**src/rtl/atomic_alu_pkg.sv**
```systemverilog
// Shared types and constants for the atomic ALU engine: opcodes, FSM states, flag bit positions.
package atomic_alu_pkg;

  localparam int OP_W = 3;

  typedef enum logic [OP_W-1:0] {
    OP_ADD  = 3'b000,
    OP_SUB  = 3'b001,
    OP_OR   = 3'b010,
    OP_AND  = 3'b011,
    OP_XOR  = 3'b100,
    OP_FADD = 3'b101,
    OP_SWAP = 3'b110,
    OP_CAS  = 3'b111
  } op_e;

  typedef enum logic [1:0] {
    ST_IDLE,
    ST_EXEC,
    ST_WB2,
    ST_RESP
  } state_e;

  // Bit positions inside the 4-bit {Z,N,C,V} flag word.
  localparam int FLAG_Z = 3;
  localparam int FLAG_N = 2;
  localparam int FLAG_C = 1;
  localparam int FLAG_V = 0;

  function automatic int cmd_width(input int aw);
    return OP_W + 3 * aw;
  endfunction

endpackage

```
**src/rtl/atomic_alu_if.sv**
```systemverilog
// Command/response handshake bundle between a command source (master) and the ALU core (slave).
interface atomic_alu_if
  import atomic_alu_pkg::*;
#(
  parameter int DATA_W = 8,
  parameter int AW     = 3
);
  logic                       cmd_valid;
  logic                       cmd_ready;
  logic [cmd_width(AW)-1:0]   cmd;
  logic                       res_valid;
  logic                       res_ready;
  logic [DATA_W-1:0]          res_data;
  logic                       res_ok;
  logic [3:0]                 res_flags;

  modport master (
    output cmd_valid, cmd, res_ready,
    input  cmd_ready, res_valid, res_data, res_ok, res_flags
  );

  modport slave (
    input  cmd_valid, cmd, res_ready,
    output cmd_ready, res_valid, res_data, res_ok, res_flags
  );
endinterface

```
**src/rtl/atomic_alu_regfile.sv**
```systemverilog
// NREGS x DATA_W register file: three combinational read ports, a debug read port, one synchronous write.
module atomic_alu_regfile #(
  parameter int DATA_W = 8,
  parameter int NREGS  = 8,
  localparam int AW    = $clog2(NREGS)
) (
  input  logic              clk,
  input  logic              rst_n,
  input  logic [AW-1:0]     ra_addr_i,
  input  logic [AW-1:0]     rb_addr_i,
  input  logic [AW-1:0]     rc_addr_i,
  input  logic [AW-1:0]     dbg_addr_i,
  output logic [DATA_W-1:0] ra_data_o,
  output logic [DATA_W-1:0] rb_data_o,
  output logic [DATA_W-1:0] rc_data_o,
  output logic [DATA_W-1:0] dbg_data_o,
  input  logic              we_i,
  input  logic [AW-1:0]     waddr_i,
  input  logic [DATA_W-1:0] wdata_i
);

  logic [DATA_W-1:0] regs_q [NREGS];

  // NOTE: every entry is reset (to its own index), so this array maps to flops, not a RAM macro.
  always_ff @(posedge clk or negedge rst_n) begin
    if (!rst_n) begin
      for (int i = 0; i < NREGS; i++) regs_q[i] <= DATA_W'(i);
    end else if (we_i) begin
      regs_q[waddr_i] <= wdata_i;
    end
  end

  assign ra_data_o  = regs_q[ra_addr_i];
  assign rb_data_o  = regs_q[rb_addr_i];
  assign rc_data_o  = regs_q[rc_addr_i];
  assign dbg_data_o = regs_q[dbg_addr_i];

endmodule

```
**src/rtl/atomic_alu_core.sv**
```systemverilog
// Atomic ALU engine: command FSM, ALU and result registers around atomic_alu_regfile.
// Define ATOMIC_ALU_FLAGS_EN to produce {Z,N,C,V} flags; otherwise res_flags is tied to zero.
module atomic_alu_core
  import atomic_alu_pkg::*;
#(
  parameter int DATA_W = 8,
  parameter int NREGS  = 8,
  localparam int AW    = $clog2(NREGS)
) (
  input  logic              clk,
  input  logic              rst_n,
  atomic_alu_if.slave       bus,
  output logic              busy,
  input  logic [AW-1:0]     dbg_addr,
  output logic [DATA_W-1:0] dbg_data
);

  typedef struct packed {
    op_e           op;
    logic [AW-1:0] a;
    logic [AW-1:0] b;
    logic [AW-1:0] c;
  } cmd_t;

  state_e            state_q;
  cmd_t              cmd_q;
  logic [DATA_W-1:0] old_a_q;
  logic [DATA_W-1:0] res_data_q;
  logic              res_ok_q;
  logic [3:0]        res_flags_q;
  logic              res_valid_q;
  logic              cmd_ready_q;

  logic [DATA_W-1:0] ra, rb, rc, sum, diff;
  logic [DATA_W-1:0] alu_res, wr_val, wdata;
  logic [AW-1:0]     waddr;
  logic              wr_to_a, wr_en_op, ok_d, we;
  logic [3:0]        flags_d;

  atomic_alu_regfile #(.DATA_W(DATA_W), .NREGS(NREGS)) u_regfile (
    .clk        (clk),
    .rst_n      (rst_n),
    .ra_addr_i  (cmd_q.a),
    .rb_addr_i  (cmd_q.b),
    .rc_addr_i  (cmd_q.c),
    .dbg_addr_i (dbg_addr),
    .ra_data_o  (ra),
    .rb_data_o  (rb),
    .rc_data_o  (rc),
    .dbg_data_o (dbg_data),
    .we_i       (we),
    .waddr_i    (waddr),
    .wdata_i    (wdata)
  );

  assign sum  = ra + rb;
  assign diff = ra - rb;

  // NOTE: every signal gets a default before the case so no path leaves it unassigned (no latches).
  always_comb begin
    alu_res  = ra;
    wr_val   = '0;
    wr_to_a  = 1'b0;
    wr_en_op = 1'b1;
    ok_d     = 1'b1;
    case (cmd_q.op)
      OP_ADD:  begin alu_res = sum;     wr_val = sum;     end
      OP_SUB:  begin alu_res = diff;    wr_val = diff;    end
      OP_OR:   begin alu_res = ra | rb; wr_val = ra | rb; end
      OP_AND:  begin alu_res = ra & rb; wr_val = ra & rb; end
      OP_XOR:  begin alu_res = ra ^ rb; wr_val = ra ^ rb; end
      OP_FADD: begin wr_val = sum; wr_to_a = 1'b1; end
      OP_SWAP: begin wr_val = rb;  wr_to_a = 1'b1; end
      OP_CAS:  begin
        wr_val   = rc;
        wr_to_a  = 1'b1;
        ok_d     = (ra == rb);
        wr_en_op = (ra == rb);
      end
      default: ;
    endcase
  end

  // The second SWAP write uses the old R[a] captured in EXEC, so a==b rewrites the same value.
  always_comb begin
    if (state_q == ST_WB2) begin
      we    = 1'b1;
      waddr = cmd_q.b;
      wdata = old_a_q;
    end else begin
      we    = (state_q == ST_EXEC) && wr_en_op;
      waddr = wr_to_a ? cmd_q.a : cmd_q.c;
      wdata = wr_val;
    end
  end

`ifdef ATOMIC_ALU_FLAGS_EN
  // Unsigned compares give carry (sum wrapped below ra) and borrow without widened adders.
  always_comb begin
    flags_d = '0;
    case (cmd_q.op)
      OP_ADD, OP_FADD: begin
        flags_d[FLAG_Z] = (sum == '0);
        flags_d[FLAG_N] = sum[DATA_W-1];
        flags_d[FLAG_C] = (sum < ra);
        flags_d[FLAG_V] = (ra[DATA_W-1] == rb[DATA_W-1]) && (sum[DATA_W-1] != ra[DATA_W-1]);
      end
      OP_SUB: begin
        flags_d[FLAG_Z] = (diff == '0);
        flags_d[FLAG_N] = diff[DATA_W-1];
        flags_d[FLAG_C] = (ra < rb);
        flags_d[FLAG_V] = (ra[DATA_W-1] != rb[DATA_W-1]) && (diff[DATA_W-1] != ra[DATA_W-1]);
      end
      default: begin
        flags_d[FLAG_Z] = (alu_res == '0);
        flags_d[FLAG_N] = alu_res[DATA_W-1];
      end
    endcase
  end
`else
  assign flags_d = 4'b0000;
`endif

  // NOTE: sequential state uses non-blocking assignments so every flop samples pre-edge values.
  always_ff @(posedge clk or negedge rst_n) begin
    if (!rst_n) begin
      state_q     <= ST_IDLE;
      cmd_q       <= '{op: OP_ADD, default: '0};
      old_a_q     <= '0;
      res_data_q  <= '0;
      res_ok_q    <= 1'b0;
      res_flags_q <= '0;
      res_valid_q <= 1'b0;
      cmd_ready_q <= 1'b1;
    end else begin
      case (state_q)
        ST_IDLE: if (bus.cmd_valid) begin
          cmd_q       <= cmd_t'(bus.cmd);
          cmd_ready_q <= 1'b0;
          state_q     <= ST_EXEC;
        end
        ST_EXEC: begin
          old_a_q     <= ra;
          res_data_q  <= alu_res;
          res_ok_q    <= ok_d;
          res_flags_q <= flags_d;
          if (cmd_q.op == OP_SWAP) begin
            state_q <= ST_WB2;
          end else begin
            res_valid_q <= 1'b1;
            state_q     <= ST_RESP;
          end
        end
        ST_WB2: begin
          res_valid_q <= 1'b1;
          state_q     <= ST_RESP;
        end
        ST_RESP: if (bus.res_ready) begin
          res_valid_q <= 1'b0;
          cmd_ready_q <= 1'b1;
          state_q     <= ST_IDLE;
        end
        default: state_q <= ST_IDLE;
      endcase
    end
  end

  assign bus.cmd_ready = cmd_ready_q;
  assign bus.res_valid = res_valid_q;
  assign bus.res_data  = res_data_q;
  assign bus.res_ok    = res_ok_q;
  assign bus.res_flags = res_flags_q;
  assign busy          = ~cmd_ready_q;

endmodule

```
**src/flat_wrapper.sv**
```systemverilog
// flat-port wrapper written by rule: the top's interface ports become plain ports
module atomic_alu_core_flat import atomic_alu_pkg::*;
#(
  parameter int DATA_W = 8,
  parameter int NREGS  = 8,
  localparam int AW    = $clog2(NREGS)
)
  (clk, rst_n, busy, dbg_addr, dbg_data, bus_cmd_valid, bus_cmd, bus_res_ready, bus_cmd_ready, bus_res_valid, bus_res_data, bus_res_ok, bus_res_flags);
  atomic_alu_if #(.DATA_W(DATA_W), .AW(3)) bus_i ();
  input  logic clk;
  input  logic rst_n;
  output logic busy;
  input  logic [AW-1:0] dbg_addr;
  output logic [DATA_W-1:0] dbg_data;
  input wire logic [$bits(bus_i.cmd_valid)-1:0] bus_cmd_valid;
  input wire logic [$bits(bus_i.cmd)-1:0] bus_cmd;
  input wire logic [$bits(bus_i.res_ready)-1:0] bus_res_ready;
  output wire logic [$bits(bus_i.cmd_ready)-1:0] bus_cmd_ready;
  output wire logic [$bits(bus_i.res_valid)-1:0] bus_res_valid;
  output wire logic [$bits(bus_i.res_data)-1:0] bus_res_data;
  output wire logic [$bits(bus_i.res_ok)-1:0] bus_res_ok;
  output wire logic [$bits(bus_i.res_flags)-1:0] bus_res_flags;
  assign bus_i.cmd_valid = bus_cmd_valid;
  assign bus_i.cmd = bus_cmd;
  assign bus_i.res_ready = bus_res_ready;
  assign bus_cmd_ready = bus_i.cmd_ready;
  assign bus_res_valid = bus_i.res_valid;
  assign bus_res_data = bus_i.res_data;
  assign bus_res_ok = bus_i.res_ok;
  assign bus_res_flags = bus_i.res_flags;
  atomic_alu_core #(.DATA_W(DATA_W), .NREGS(NREGS)) u_core (.clk(clk), .rst_n(rst_n), .bus(bus_i), .busy(busy), .dbg_addr(dbg_addr), .dbg_data(dbg_data));
endmodule
```
**config.mk**
```make
export PLATFORM = sky130hd
export DESIGN_NAME = atomic_alu_core_flat
export DESIGN_NICKNAME = d
export VERILOG_FILES = /design/src/rtl/atomic_alu_pkg.sv /design/src/rtl/atomic_alu_if.sv /design/src/rtl/atomic_alu_regfile.sv /design/src/rtl/atomic_alu_core.sv /design/src/flat_wrapper.sv
export SDC_FILE = /design/constraint.sdc
export NUM_CORES = 1
export LEC_CHECK = 0
export CAP_MARGIN = 40
export CORE_UTILIZATION = 35
export CTS_BUF_LIST = sky130_fd_sc_hd__clkbuf_4
export CTS_CLUSTER_SIZE = 10
export DETAILED_ROUTE_END_ITERATION = 10
export PLACE_DENSITY = 0.61
export SLEW_MARGIN = 20
export SYNTH_ARGS = -nofsm -noshare
export SYNTH_HDL_FRONTEND = slang
export SYNTH_HIERARCHICAL = 1
export SYNTH_SLANG_ARGS = --single-unit
```
**constraint.sdc**
```tcl
create_clock -name clk -period 5.4 [get_ports clk]
set_input_delay 0.54 -clock clk [delete_from_list [all_inputs] [get_ports clk]]
set_output_delay 0.54 -clock clk [all_outputs]
set_load 0.1 [all_outputs]
```
==> impl_metrics.csv <==
group,metric,value,unit
clock_network,cts_tree,"yes",
setup_path,critical_path_peak_fanout,12,
setup_path,crit_chain,"mux4_1 > mux2_2 > inv_1 > ha_1 > nor4_1 > nand2_1 > a41o_1 > nand2b_1 > nor4b_4 > mux2_2",
drt,wl_per_cell,22.5,um
drt,num_vias,5470,
synth,ys.flop_type,"dfrtp_1",
drt,drtAntennaViolNets,0,
setup_path,crit_top_cell,"mux2_2",
drt,viasPerCell,5.89,
drt,drcViolationCount,0,
timing,relSlewSlack,40.1,%
die,start_util,36.1,%
global_route,grt_pass1_vias,5471,
setup_path,worstSetupPathType,"reg -> reg",
setup_path,cpLargestDelayFamily,"simple AND/OR/NAND/NOR gates",
global_route,grt_pass1_wl,32.1,mm
run_status,status,"finished, final reports clean",
timing,finalSetupTns,0,ns
timing,fin_crit_sh,88.8,%
die,core,21300,um^2
place,dp_hpwl,15.0,mm
synth,syn-instance-count,603,
synth,yosys_warnings,6,
drt,firstDrtPassIters,5,
synth,synth_seq_cells,97,
global_route,gr-total-overflow,0,
flow_run,maxCapViolCount,0,
setup_path,end_kind,"flip-flop",
setup_path,crit_buf_inv,1,
global_route,track_usage,19.2,%
setup_path,critPathMaxStageDelay,0.80,ns
setup_path,cp.required,5.77,ns
layout,syn_to_final_growth,14.2,%
clock_network,cts.sinks,97,
global_route,grt_max_degree,57,
die,num_io_pins,43,
synth,ys_seq_area_share,31.8,%
clock_network,cts_root_buffer,"clkbuf_4",
layout,num_antenna_cells,0,
timing,hold_ws,0.518,ns
timing,setup_viol,0,
clock_network,path_clk_slew,0.17,ns
layout,drive_gt1_share,33.6,%
synth,syn_area,7680,um^2
global_route,grt_antenna_before_repair,0,
synth,async_reset_ff_share,100,%
timing,fmax,209,MHz
drt,wirelength,20.9,mm
hold_path,hold_class,"reg -> reg",
timing,setup_slack,0.607,ns
clock_network,post_cts_resized,0,
timing,maxSlewViolCount,0,
timing,rsz0062_at_grt,"false",
synth,synth-edff-count,0,
die,die_area,22500,um^2
layout,num-nets-final,702,
place,place_area,8560,um^2
clock_network,worstSkewPairLatency,0.49,ns
clock_network,numCtsBuffers,9,
drt,first_iter_violations,378,
synth,synth_cell_types,68,
setup_path,slowest_stage,"dfrtp_1",
timing,finClkSkew,0.0264,ns
place,gp_congestion,0.890,
clock_network,htreeDepth,3,
timing,period_needed,4.79,ns
die,die_w,150,um
setup_path,cp-start-kind,"flip-flop",
layout,stdcell_area,8770,um^2
clock_network,cts_buffer_depth,2,
timing,worst_pin_slew,0.895,ns
die,rows,53,
setup_path,arrival,5.17,ns
place,port-buffer-count,38,
synth,avgSynthCellArea,12.7,um^2
die,die_y,150,um
place,place_ws,0.716,ns
timing,finalHoldViolations,0,
[worst paths after layout]
path	start	to	slack, ns	depth (start not counted)
worst min register to register	u_core/bus.res_data[1]	u_core/bus.res_data[1]	0.52	1
worst min-delay path	u_core/bus.res_data[1]	u_core/bus.res_data[1]	0.52	1
min in group asynchronous	rst_n	u_core/u_regfile/regs_q[56]	0.56	2
worst max-delay path	u_core/cmd_q[6]	u_core/u_regfile/regs_q[60]	0.61	10
worst max register to register	u_core/cmd_q[6]	u_core/u_regfile/regs_q[60]	0.61	10
max in group asynchronous	rst_n	u_core/u_regfile/regs_q[2]	3.89	4
[logic make-up (layout without fill, tap and decap cells)]
kind of cell	Yosys count	after routing	synth area share, %
xor gates and xnor gates	8	8	0.912
AOI/OAI and AO/OA	98	98	8.98
and+or+nand+nor	94	94	6.83
adders and majority gates	34	34	5.73
DFF	97	97	31.8
other	1	4	0.0488
muxes	190	190	39.7
buffers and inverters	81	129	5.98
[per-layer routing]
| metal | routed length, um | global-route usage (%) | vias up |
|---|---|---|---|
| li1 | - | - | 2416 |
| met1 | 9120 | 25.1 | 2815 |
| met2 | 10100 | 30.9 | 196 |
| met3 | 1080 | 2.91 | 43 |
| met4 | 684 | 9.70 | 0 |
| met5 | 0 | 0 | - |
[synth_stat cells (4+ instances only)]
master | instances | area share [%]
xnor2_1 | 6 | 0.68
mux2i_1 | 11 | 1.4
inv_1 | 31 | 1.5
mux4_1 | 54 | 18
nor4_1 | 4 | 0.33
nand2_1 | 22 | 1.1
dfstp_2 | 13 | 4.4
mux2_2 | 114 | 17
buf_6 | 5 | 0.73
o22ai_1 | 4 | 0.33
buf_12 | 4 | 1.0
ha_1 | 32 | 5.2
buf_4 | 9 | 0.88
nor2_1 | 27 | 1.3
nand3_1 | 5 | 0.33
a21o_1 | 5 | 0.49
nor2b_1 | 9 | 0.73
a21oi_1 | 28 | 1.8
mux4_2 | 10 | 2.9
clkbuf_1 | 12 | 0.59
nand2b_1 | 6 | 0.49
a211oi_1 | 6 | 0.59
dfrtp_1 | 84 | 27
buf_2 | 15 | 0.98
o21ai_0 | 17 | 1.1
buf_1 | 4 | 0.20
[final cells by class]
| class | count | area [um^2] |
|---|---|---|
| Clock buffer | 10 | 75.1 |
| Multi-Input combinational cell | 428 | 4810 |
| Timing Repair Buffer | 81 | 913 |
| Fill cell | 1945 | 12500 |
| Clock inverter | 6 | 67.6 |
| Tap cell | 275 | 344 |
| Inverter | 32 | 120 |
| Sequential cell | 97 | 2440 |
[through the flow]
step,utilization [%],cells
floorplan,-,606
detailed placement,40.2,909
CTS,40.9,926
finish,41.2,929
global route,41.2,929
global placement,38.5,885
[sequential cells by signal, summed over array words and instances (netlist names)]
signal                   flops
u_core/cmd_q                12
u_core/old_a_q               8
u_core/bus.res_ok            1
u_core/state_q               2
u_core/bus.res_valid         1
u_core/bus.cmd_ready         1
u_core/bus.res_data          8
u_core/u_regfile/regs_q     64
[timing repair]
item | CTS | global route
endpoints found under the hold margin | 29 | 0
setup buffers | 0 | 0
endpoints found under the setup margin | 0 | 0
hold buffers | 1 | 0
[cells in the final DEF, fill, tap and decap left out, types with 3 or more instances in the layout]
cell type and instances:
nand2_1 22, nand4b_1 3, dfstp_2 13, clkinvlp_4 3
conb_1 4, a21o_1 5, nor4_1 4, o221ai_1 3
a21oi_2 3, nor4bb_2 3, xnor2_1 6, mux2_2 114
a21oi_1 28, inv_1 31, nor2_1 27, dfrtp_1 84
a211oi_1 6, mux4_1 54, o31ai_1 3, ha_1 32
clkdlybuf4s50_1 37, buf_4 16, a211oi_2 3, buf_2 3
nand3_1 5, o21ai_0 17, o22ai_1 4, nand4_1 3
nor2b_1 9, nand2b_1 6, mux2i_1 11, buf_8 21
clkbuf_4 10, buf_16 3, mux4_2 10
Power is not shown: default switching activity piles up to over one toggle a cycle in this logic, so the estimate is an artifact.
